## config.mk

```make
export PLATFORM = sky130hd
export DESIGN_NAME = regfile_writeback_flat
export DESIGN_NICKNAME = d
export VERILOG_FILES = /design/src/rtl/regfile_writeback_if.sv /design/src/rtl/regfile_writeback.sv /design/src/flat_wrapper.sv
export SDC_FILE = /design/constraint.sdc
export NUM_CORES = 1
export LEC_CHECK = 0
export CORE_ASPECT_RATIO = 1.2
export CORE_UTILIZATION = 54
export DETAILED_ROUTE_END_ITERATION = 10
export PLACE_DENSITY = 0.87
export SYNTH_ARGS = -nofsm -noshare
export SYNTH_HDL_FRONTEND = slang
export SYNTH_SLANG_ARGS = --single-unit
```

## constraint.sdc

```tcl
create_clock -name clk -period 5.75 [get_ports clk]
set_input_delay 0.575 -clock clk [delete_from_list [all_inputs] [get_ports clk]]
set_output_delay 0.575 -clock clk [all_outputs]
set_load 0.05 [all_outputs]
```

## src/rtl/regfile_writeback_if.sv

```systemverilog
// Bundle between the execute/memory producers, decode's hazard query and the
// register file write port, all wrapped around the writeback queue.
interface regfile_writeback_if #(
    parameter int XLEN  = 32,
    parameter int DEPTH = 4,
    parameter int CW    = $clog2(DEPTH + 1)
);
    logic            a_valid;
    logic            a_ready;
    logic [4:0]      a_rd;
    logic [XLEN-1:0] a_data;
    logic            b_valid;
    logic            b_ready;
    logic [4:0]      b_rd;
    logic [XLEN-1:0] b_data;
    logic            wb_hold;
    logic [4:0]      Sr1;
    logic [4:0]      Sr2;
    logic            rs1_pending;
    logic            rs2_pending;
    logic            RegWrite;
    logic [XLEN-1:0] WD3;
    logic [4:0]      DestR;
    logic [CW-1:0]   occupancy;

    modport master (
        output a_valid, a_rd, a_data, b_valid, b_rd, b_data, wb_hold, Sr1, Sr2,
        input  a_ready, b_ready, rs1_pending, rs2_pending, RegWrite, WD3, DestR, occupancy
    );

    modport slave (
        input  a_valid, a_rd, a_data, b_valid, b_rd, b_data, wb_hold, Sr1, Sr2,
        output a_ready, b_ready, rs1_pending, rs2_pending, RegWrite, WD3, DestR, occupancy
    );
endinterface

```

## src/rtl/regfile_writeback.sv

```systemverilog
// In-order writeback FIFO that owns the register file write port and keeps a
// per-register count of queued writes for decode's RAW hazard stall.
module regfile_writeback #(
    parameter int XLEN  = 32,
    parameter int DEPTH = 4,
    parameter int CW    = $clog2(DEPTH + 1)
) (
    input logic clk,
    input logic rst_n,
    regfile_writeback_if.slave wb
);
    localparam int AW = $clog2(DEPTH);

    logic [XLEN-1:0] data_mem_q [DEPTH];
    logic [4:0]      rd_mem_q   [DEPTH];
    logic [AW-1:0]   rd_ptr_q, rd_ptr_d;
    logic [AW-1:0]   wr_ptr_q, wr_ptr_d;
    logic [CW-1:0]   occ_q, occ_d;
    logic [CW-1:0]   cnt_q [32];
    logic [CW-1:0]   cnt_d [32];

    logic            pop;
    logic            space;
    logic            a_fire;
    logic            b_fire;
    logic            enq;
    logic [4:0]      enq_rd;
    logic [XLEN-1:0] enq_data;
    logic [4:0]      head_rd;

    // Retiring frees a slot on the same edge, so a full queue still accepts
    // while draining; the load path wins when both producers are valid.
    always_comb begin
        pop      = (occ_q != '0) && !wb.wb_hold;
        space    = (occ_q < CW'(DEPTH)) || pop;
        b_fire   = wb.b_valid && space;
        a_fire   = wb.a_valid && space && !wb.b_valid;
        enq_rd   = b_fire ? wb.b_rd : wb.a_rd;
        enq_data = b_fire ? wb.b_data : wb.a_data;
        enq      = (a_fire || b_fire) && (enq_rd != 5'd0);
        head_rd  = rd_mem_q[rd_ptr_q];

        rd_ptr_d = pop ? rd_ptr_q + AW'(1) : rd_ptr_q;
        wr_ptr_d = enq ? wr_ptr_q + AW'(1) : wr_ptr_q;

        occ_d = occ_q;
        case ({enq, pop})
            2'b10:   occ_d = occ_q + CW'(1);
            2'b01:   occ_d = occ_q - CW'(1);
            default: occ_d = occ_q;
        endcase

        for (int r = 0; r < 32; r++) begin
            cnt_d[r] = cnt_q[r];
            if ((enq && enq_rd == 5'(r)) && !(pop && head_rd == 5'(r)))
                cnt_d[r] = cnt_q[r] + CW'(1);
            else if ((pop && head_rd == 5'(r)) && !(enq && enq_rd == 5'(r)))
                cnt_d[r] = cnt_q[r] - CW'(1);
        end
    end

    always_ff @(posedge clk or negedge rst_n) begin
        if (!rst_n) begin
            rd_ptr_q <= '0;
            wr_ptr_q <= '0;
            occ_q    <= '0;
            for (int r = 0; r < 32; r++) cnt_q[r] <= '0;
        end else begin
            rd_ptr_q <= rd_ptr_d;
            wr_ptr_q <= wr_ptr_d;
            occ_q    <= occ_d;
            for (int r = 0; r < 32; r++) cnt_q[r] <= cnt_d[r];
        end
    end

    // Storage needs no reset: occupancy alone decides what is valid.
    always_ff @(posedge clk) begin
        if (enq) begin
            data_mem_q[wr_ptr_q] <= enq_data;
            rd_mem_q[wr_ptr_q]   <= enq_rd;
        end
    end

    assign wb.a_ready     = space && !wb.b_valid;
    assign wb.b_ready     = space;
    assign wb.RegWrite    = pop;
    assign wb.WD3         = data_mem_q[rd_ptr_q];
    assign wb.DestR       = head_rd;
    assign wb.occupancy   = occ_q;
    assign wb.rs1_pending = (wb.Sr1 != 5'd0) && (cnt_q[wb.Sr1] != '0);
    assign wb.rs2_pending = (wb.Sr2 != 5'd0) && (cnt_q[wb.Sr2] != '0);
endmodule

```

## src/flat_wrapper.sv

```systemverilog
// flat-port wrapper written by rule: the top's interface ports become plain ports
module regfile_writeback_flat 
#(
    parameter int XLEN  = 32,
    parameter int DEPTH = 4,
    parameter int CW    = $clog2(DEPTH + 1)
)
  (clk, rst_n, wb_a_valid, wb_a_rd, wb_a_data, wb_b_valid, wb_b_rd, wb_b_data, wb_wb_hold, wb_Sr1, wb_Sr2, wb_a_ready, wb_b_ready, wb_rs1_pending, wb_rs2_pending, wb_RegWrite, wb_WD3, wb_DestR, wb_occupancy);
  regfile_writeback_if #(.XLEN(XLEN), .DEPTH(DEPTH), .CW(CW)) wb_i ();
  input logic clk;
  input logic rst_n;
  input wire logic [$bits(wb_i.a_valid)-1:0] wb_a_valid;
  input wire logic [$bits(wb_i.a_rd)-1:0] wb_a_rd;
  input wire logic [$bits(wb_i.a_data)-1:0] wb_a_data;
  input wire logic [$bits(wb_i.b_valid)-1:0] wb_b_valid;
  input wire logic [$bits(wb_i.b_rd)-1:0] wb_b_rd;
  input wire logic [$bits(wb_i.b_data)-1:0] wb_b_data;
  input wire logic [$bits(wb_i.wb_hold)-1:0] wb_wb_hold;
  input wire logic [$bits(wb_i.Sr1)-1:0] wb_Sr1;
  input wire logic [$bits(wb_i.Sr2)-1:0] wb_Sr2;
  output wire logic [$bits(wb_i.a_ready)-1:0] wb_a_ready;
  output wire logic [$bits(wb_i.b_ready)-1:0] wb_b_ready;
  output wire logic [$bits(wb_i.rs1_pending)-1:0] wb_rs1_pending;
  output wire logic [$bits(wb_i.rs2_pending)-1:0] wb_rs2_pending;
  output wire logic [$bits(wb_i.RegWrite)-1:0] wb_RegWrite;
  output wire logic [$bits(wb_i.WD3)-1:0] wb_WD3;
  output wire logic [$bits(wb_i.DestR)-1:0] wb_DestR;
  output wire logic [$bits(wb_i.occupancy)-1:0] wb_occupancy;
  assign wb_i.a_valid = wb_a_valid;
  assign wb_i.a_rd = wb_a_rd;
  assign wb_i.a_data = wb_a_data;
  assign wb_i.b_valid = wb_b_valid;
  assign wb_i.b_rd = wb_b_rd;
  assign wb_i.b_data = wb_b_data;
  assign wb_i.wb_hold = wb_wb_hold;
  assign wb_i.Sr1 = wb_Sr1;
  assign wb_i.Sr2 = wb_Sr2;
  assign wb_a_ready = wb_i.a_ready;
  assign wb_b_ready = wb_i.b_ready;
  assign wb_rs1_pending = wb_i.rs1_pending;
  assign wb_rs2_pending = wb_i.rs2_pending;
  assign wb_RegWrite = wb_i.RegWrite;
  assign wb_WD3 = wb_i.WD3;
  assign wb_DestR = wb_i.DestR;
  assign wb_occupancy = wb_i.occupancy;
  regfile_writeback #(.XLEN(XLEN), .DEPTH(DEPTH), .CW(CW)) u_core (.clk(clk), .rst_n(rst_n), .wb(wb_i));
endmodule
```

==> metrics <==
# fillers=1484; WL/cell=20.50 um; fin. max-slew vios=0; PortBufs=133; Via density=5.657; minimum setup slack in the final design=1.828 ns; First-pass DRT Iterations=5; list of most frequent post-synthesis cells=edfxtp_1 (148), dfrtp_1 (100), nor2_1 (73); H-tree levels=1; Total Routing Usage GR=23.35%; outcome=complete, no violations; fin crit share=68.21%; unrepaired setup endpoints after global routing=false; Setup crit end kind=output pin; share of cells above drive strength 1=18.08%; Die H=166.8 um; buffer and inverter count on the worst path=3; Pwr per Cell Area=551.1 mW/mm^2; FMAX=0.2550 GHz; Pwr Total=8.079 mW; worst skew pair latency=0.54 ns; Worst-path clk slew=0.06 ns; final wirelength=25910 um; Max FO, Critical Path=9; TritonCTS clock tree=yes; final core occ=66.87%; Top FF cell, synth=edfxtp_1; Clock Tree Root=clkbuf_16; cells after synthesis=825; first-pass GRT wire length=41630 um; largest net degree at the start of global routing=77; clock buffer depth=3; P_leak=5.499 nW; Slew HR=30.15%; Ports=134; Seq/Total Area, Yosys=56.84%; via count=7150; setup repair bufs after CTS=0; Sum Neg Setup Slack=0 ns; synth top area cells=edfxtp_1 (36%), dfrtp_1 (20%), mux4_2 (8.3%); Synthesized Nets=982; max cap viols=0; GR Layer Usage met1=28.48%; Placeable Area=0.02192 mm^2; post-synthesis cell area=0.01222 mm^2; routing usage on met2=39.96%; CP max stage delay=0.79 ns; HP Class=flip-flop to flip-flop; Worst Skew=0.01458 ns; Arr. time, crit path=3.35 ns; Post-synth ARST share=40.32%; share of the synthesized area in the top cell type=36.36%; DP Worst Slack=1.676 ns; Critical Path Start Type=primary input; Std-Cell Rows=59; CP delay by family, top=buffers and inverters; cell accounting for the most synthesized area=edfxtp_1; maximum VDD drop=0.4258 mV; CP most frequent cell=clkdlybuf4s50_1; die footprint=0.02324 mm^2; dpl hpwl=17590 um; cts bufs inserted=26; fin crit period=3.922 ns; kind of critical path=primary input to output pin; clk sinks=248; count leader, synth=edfxtp_1; final setup fails=0; CP required=5.18 ns; syn_area_per_cell=14.81 um^2; Nets=1130; Synth cell types=52; GPL Wtd Cong=0.8553; met3 Use GR=6.009%; diode count=0; Die X=139.3 um; worst-path cell chain=clkdlybuf4s50_1, clkinv_1, mux4_2, a2111oi_0, a211o_1, clkdlybuf4s50_1; GRT Residual Overflow=0; slew at the pin with the worst max-slew slack=1.048 ns; area of the multi-input gates=0.005014 mm^2; Post-synth EDFFs=148; vias in the first global route=7815; register bit total from synthesis=248; post-CTS sizing=0; grt peak-use layer=met2; synth-to-layout area growth=19.95%; DRT iter0 DRCs=390; antenna violations before repair=0; endpoints failing hold=0; synth warn=0; Initial Util=55.74%; post-route ant nets=0; drt drc=0; FF/Latch Area=0.006948 mm^2; CP max stage cell=clkdlybuf4s50_1
-- where the power goes --
part           internal, mW  switching, mW  total, mW
registers              2.59          0.491       3.08
logic                  1.41           1.98       3.39
clock network         0.927          0.686       1.61
-- path summary, 6_finish.rpt --
path	endpoint	from	cells past startpoint	slack, ns
min in group asynchronous	u_core.cnt_q[51]$_DFFE_PN0P_	rst_n	2	0.48
hold / removal	u_core.cnt_q[38]$_DFFE_PN0P_	u_core.cnt_q[38]$_DFFE_PN0P_	1	0.47
max in group asynchronous	u_core.rd_ptr_q[0]$_DFFE_PN0P_	rst_n	3	3.92
hold reg to reg	u_core.cnt_q[38]$_DFFE_PN0P_	u_core.cnt_q[38]$_DFFE_PN0P_	1	0.47
setup / recovery	wb_rs2_pending	wb_Sr2[2]	6	1.83
setup reg to reg	u_core.cnt_q[7]$_DFFE_PN0P_	u_core.rd_ptr_q[1]$_DFFE_PN0P_	9	2.38
-- state kept, by name, indices dropped and copies added, names as in the netlist --
register / count
u_core.data_mem_q: 128
u_core.wr_ptr_q: 2
u_core.rd_mem_q: 20
u_core.cnt_q: 93
u_core.wb.occupancy: 3
u_core.rd_ptr_q: 2
-- layer usage --
layer	part of all wire, %	wire length [um]
met3	7.0	1811
met2	50	13060
met1	40	10250
met5	0	0
met4	3.1	792
-- through the flow --
stage | hold slack [ns] | instance area (um^2) | std cells
finish | 0.4670 | 14660 | 1264
global route | 0.4822 | 14660 | 1264
CTS | 0.4711 | 14660 | 1264
detailed placement | 0.4585 | 13840 | 1218
global placement | 0.4564 | 13840 | 1218
floorplan | 0.2794 | 12220 | 825
-- cell families (layout without fill, tap and decap cells) --
| kind of cell | count (synthesis) | count (layout) | synth area share (%) |
|---|---|---|---|
| buffers and inverters | 64 | 229 | 2.181 |
| xor gates and xnor gates | 99 | 99 | 7.095 |
| AOI/OAI and AO/OA | 26 | 26 | 1.925 |
| and+or+nand+nor | 196 | 196 | 7.545 |
| adders and majority gates | 68 | 68 | 8.927 |
| DFF | 248 | 248 | 56.84 |
| muxes | 124 | 124 | 15.49 |
-- cell usage in the layout, fill, tap and decap left out, types with 4 or more instances in the layout --
cell type | Yosys | routed
edfxtp_1 | 148 | 148
clkdlybuf4s50_1 | 0 | 132
dfrtp_1 | 100 | 99
nor2_1 | 73 | 73
mux2_2 | 67 | 67
xor2_1 | 65 | 65
nand2_1 | 47 | 47
mux4_2 | 45 | 45
inv_1 | 42 | 42
ha_1 | 36 | 36
nor3_1 | 34 | 34
xnor2_1 | 34 | 34
fa_1 | 32 | 32
clkbuf_16 | 0 | 26
mux2i_1 | 11 | 11
clkinv_2 | 0 | 8
and2_1 | 9 | 5
and3_1 | 5 | 5
nand2b_1 | 5 | 5
clkinv_1 | 2 | 5
nor4_1 | 5 | 5
buf_4 | 0 | 5
nand3_1 | 4 | 4
nor2b_2 | 4 | 4
and2_2 | 0 | 4
-- final cells by class --
type                    count  area share (%)
clock inverters            16          0.9729
repair buffers            138           9.337
multi-input cells         513           34.20
well taps                 274           2.338
inverters                  46           1.178
clock buffers              29           4.583
flip-flops and latches    248           47.39
-- timing repair --
action                     CTS  global route
setup endpoints to repair    0             0
hold endpoints to repair    24             0
hold buffers                 1             0
(Power assumes the default switching activity.)
==> RTL edit 1 (same settings) <==
Make the reset (`rst_n`) synchronous in one clocked block.
--- a/src/rtl/regfile_writeback.sv
+++ b/src/rtl/regfile_writeback.sv
@@ -61,3 +61,3 @@
 
-    always_ff @(posedge clk or negedge rst_n) begin
+    always_ff @(posedge clk) begin
         if (!rst_n) begin
Check against the original RTL: differs if rst_n is asserted again (counterexample within 4 cycles, from zero or initial values and one cycle with rst_n low); with rst_n held inactive, the same outputs for 4 cycles.
==> RTL edit 1 against the unedited design <==
  * Maximum frequency is 6.2% lower
  * Wire length is 9.7% higher
  * Largest power group is now registers
  * Highest routed layer unchanged
  * Clock power is 16% higher
  * Final area is 3.1% higher
  * Power is 23% lower
  * Setup slack worse by 0.26 ns
  * Critical endpoint is now u_core.cnt_q[2][2]$_SDFFE_PN0P_
  * Synthesized area is 2.7% higher
  * Sequential cell count is 5 higher
==> RTL edit 1: results (changes against the unedited design) <==
WHS Path Cells -> 2 (was 1)
I/O Buffers -> 133 (unchanged)
Async SR Flop Fraction -> 0% (was 40.32%)
detailed placement HPWL -> 19530 um (was 17590 um)
first-pass GRT wire length -> 45080 um (was 41630 um)
sequential fraction of the synthesis area -> 52.15% (was 56.84%)
LEAKAGE -> 0.005448 uW (was 0.005499 uW)
Critical Path Source -> wb_b_valid (was wb_Sr2[2])
final WL -> 28440 um (was 25910 um)
Initial DRC Count -> 638 (was 390)
DR WL met2 -> 14810 um (was 13060 um)
slew at the pin closest to its max-slew limit -> 1.053 ns (was 1.048 ns)
Reg clk slew, reported paths -> 0.06 ns (about the same)
grt met3 use -> 3.508% (was 6.009%)
CTS Buf Count -> 25 (was 26)
nets -> 1249 (was 1130)
Post-synth top cells -> 148 x edfxtp_1, 105 x dfxtp_1, 46 x inv_1, 45 x and2_1, 45 x mux4_2 (was 148 x edfxtp_1, 100 x dfrtp_1, 73 x nor2_1, 67 x mux2_2, 65 x xor2_1)
largest net degree at the start of global routing -> 105 (was 77)
Met1 Wirelength -> 10900 um (was 10250 um)
Tot GR Track Use -> 24.56% (was 23.35%)
Worst path top cell family by delay -> compound AO/OA/AOI/OAI gates (was buffers and inverters)
Final Wtd Congestion -> 0.9128 (was 0.8553)
status -> finished clean (unchanged)
Vias -> 8212 (was 7150)
Worst R2R Path Depth -> 12 (was 9)
post-synth cell types -> 51 (was 52)
biggest regs -> u_core.data_mem_q x128, u_core.cnt_q x96, u_core.rd_mem_q x20 (was u_core.data_mem_q x128, u_core.cnt_q x93, u_core.rd_mem_q x20)
number of global-route vias before repair -> 8571 (was 7815)
Worst Skew -> 0.02349 ns (was 0.01458 ns)
crit path DAT -> 4.64 ns (was 3.35 ns)
met1 Track Usage GR -> 29.27% (was 28.48%)
met2 GRT Util -> 44.38% (was 39.96%)
top post-synthesis cells by area -> edfxtp_1 35%, dfxtp_1 17%, mux4_2 8.1% (was edfxtp_1 36%, dfrtp_1 20%, mux4_2 8.3%)
Hold Crit Start -> u_core.cnt_q[16][2]$_SDFFE_PN0P_ (was u_core.cnt_q[38]$_DFFE_PN0P_)
crit path max fanout -> 40 (was 9)
Reg-to-Reg Start -> u_core.wb.occupancy[2]$_SDFFE_PN0P_ (was u_core.rd_ptr_q[1]$_DFFE_PN0P_)
syn nets -> 1114 (was 982)
fraction of layout cells with a size suffix above 1 -> 12.62% (was 18.08%)
Peak VDD IR -> 0.2325 mV (was 0.4258 mV)
pre-CTS WS -> 1.093 ns (was 1.676 ns)
RTL edit 1: metrics by stage:
stage / hold WS (ns) / instances / util (%) / total power (uW) / area [sq um]
floorplan: 0.4643 / 955 / - / 3766 / 12550
global placement: 0.4762 / 1373 / 62.71 / 4358 / 14170
detailed placement: 0.4914 / 1373 / 62.71 / 4421 / 14170
CTS: 0.5057 / 1419 / 66.89 / 6285 / 15110
global route: 0.5265 / 1419 / 66.89 / 6483 / 15110
finish: 0.5029 / 1419 / 66.89 / 6261 / 15110
RTL edit 1: cells by family (layout without fill, tap and decap cells):
group / Yosys count / after routing / share of synthesized area, %
other cells: 1 / 1 / 0.02987
buf+inv: 77 / 231 / 2.492
mux: 122 / 122 / 14.83
xor+xnor: 69 / 69 / 4.814
flops: 253 / 253 / 52.15
fa+ha+maj: 70 / 70 / 8.891
compound gates: 96 / 96 / 5.203
simple gates: 267 / 267 / 11.59
RTL edit 1: final timing paths:
kind,slack [ns],to
worst min register to register,0.50,u_core.cnt_q[16][2]$_SDFFE_PN0P_
worst min-delay path,0.50,u_core.cnt_q[16][2]$_SDFFE_PN0P_
worst max register to register,1.85,u_core.cnt_q[2][2]$_SDFFE_PN0P_
worst max-delay path,1.57,u_core.cnt_q[2][2]$_SDFFE_PN0P_
RTL edit 1: final cells by class:
class,instances,area (sq um)
Multi-Input combinational cell,625,5699
Clock inverter,16,279.0
Clock buffer,30,664.4
Sequential cell,253,6548
Timing Repair Buffer,137,1356
Inverter,48,180.2
Fill cell,1562,7482
Tap cell,310,387.9
RTL edit 1: power breakdown:
group          switching (uW)  internal, uW  leakage (uW)
logic                    1250           796       0.00278
registers                 141          2210       0.00222
clock network             721          1150      0.000450
total                    2110          4150       0.00545
==> RTL edit 2 (same settings) <==
Made on the original files. `XLEN` is set to 32 in 3 places; all go to 64.
--- a/src/rtl/regfile_writeback_if.sv
+++ b/src/rtl/regfile_writeback_if.sv
@@ -3,3 +3,3 @@
 interface regfile_writeback_if #(
-    parameter int XLEN  = 32,
+    parameter int XLEN  = 64,
     parameter int DEPTH = 4,
--- a/src/rtl/regfile_writeback.sv
+++ b/src/rtl/regfile_writeback.sv
@@ -3,3 +3,3 @@
 module regfile_writeback #(
-    parameter int XLEN  = 32,
+    parameter int XLEN  = 64,
     parameter int DEPTH = 4,
--- a/src/flat_wrapper.sv
+++ b/src/flat_wrapper.sv
@@ -3,3 +3,3 @@
 #(
-    parameter int XLEN  = 32,
+    parameter int XLEN  = 64,
     parameter int DEPTH = 4,
Interface: changed (resized wb_WD3, wb_a_data and wb_b_data); port bits go from 134 to 230. The function was not compared with the original's and may differ.
==> RTL edit 2 against the unedited design <==
  * Final area up 44%
  * Setup slack lost 0.19 ns
  * Non-clock buffer count rose by 97
  * Worst hold slack got worse by 0.42 ns
  * Global-route usage increased by 1.1 points
  * Wire length grew 47%
  * Synthesized area grew 41%
  * Power is 47% higher
  * Sequential cell count rose by 128
  * Critical path type is now reg2out
==> RTL edit 2: results (changes against the unedited design) <==
sw power -> 4617 uW (was 3154 uW)
syn nets -> 1258 (was 982)
Reg-to-Reg Start -> u_core.rd_ptr_q[0]$_DFFE_PN0P_ (was u_core.rd_ptr_q[1]$_DFFE_PN0P_)
first-pass iteration count of the detailed router -> 4 (was 5)
sequential fraction of the synthesis area -> 62.73% (was 56.84%)
Clock buf/inv share -> 5.511% (was 5.556%)
met2 GRT Util -> 41.95% (was 39.96%)
xor and xnor area share after synthesis -> 5.041% (was 7.095%)
Final Wtd Congestion -> 0.8659 (was 0.8553)
I/O Buffers -> 229 (was 133)
sequential cell area share -> 51.30% (was 47.39%)
LEAKAGE -> 0.007483 uW (was 0.005499 uW)
Post-synth EDFFs -> 276 (was 148)
biggest regs -> u_core.data_mem_q x256, u_core.cnt_q x93, u_core.rd_mem_q x20 (was u_core.data_mem_q x128, u_core.cnt_q x93, u_core.rd_mem_q x20)
RR Endpoint -> u_core.cnt_q[52]$_DFFE_PN0P_ (was u_core.cnt_q[7]$_DFFE_PN0P_)
Crit-path slowest cell -> dfrtp_4 (was clkdlybuf4s50_1)
combinational power -> 4960 uW (was 3390 uW)
nets -> 1497 (was 1130)
multiplexer area fraction after synthesis -> 16.99% (was 15.49%)
DR WL met2 -> 19860 um (was 13060 um)
grt met3 use -> 7.012% (was 6.009%)
area of the multi-input gates -> 6103 sq um (was 5014 sq um)
Tot GR Track Use -> 24.44% (was 23.35%)
met1 Track Usage GR -> 29.16% (was 28.48%)
fraction of layout cells with a size suffix above 1 -> 18.91% (was 18.08%)
Met1 Wirelength -> 14040 um (was 10250 um)
status -> finished clean (unchanged)
multi-input combinational cell count -> 585 (was 513)
-- RTL edit 2: cell count changes after synthesis, moves of 5 or more --
| cell | unedited run | this run |
|---|---|---|
| and3_1 | 5 | 0 |
| a21oi_1 | 3 | 11 |
| nand2b_1 | 5 | 10 |
| mux4_2 | 45 | 78 |
| edfxtp_1 | 148 | 276 |
| clkbuf_1 | 6 | 13 |
| buf_2 | 9 | 19 |
| mux2i_1 | 11 | 5 |
| a211oi_1 | 3 | 8 |
| mux2_2 | 67 | 98 |
-- RTL edit 2: metrics by stage --
stage	total power, uW	worst slack, ns	area (sq um)	hold WS, ns	cells
4_1_cts	11940	1.549	21050	0.04695	1702
5_1_grt	12370	1.420	21050	0.07772	1702
3_5_place_dp	9557	1.818	19890	0.4581	1637
6_report	11850	1.638	21050	0.04516	1702
2_1_floorplan	7908	1.879	17200	0.2794	1037
3_3_place_gp	9377	1.845	19890	0.4567	1637
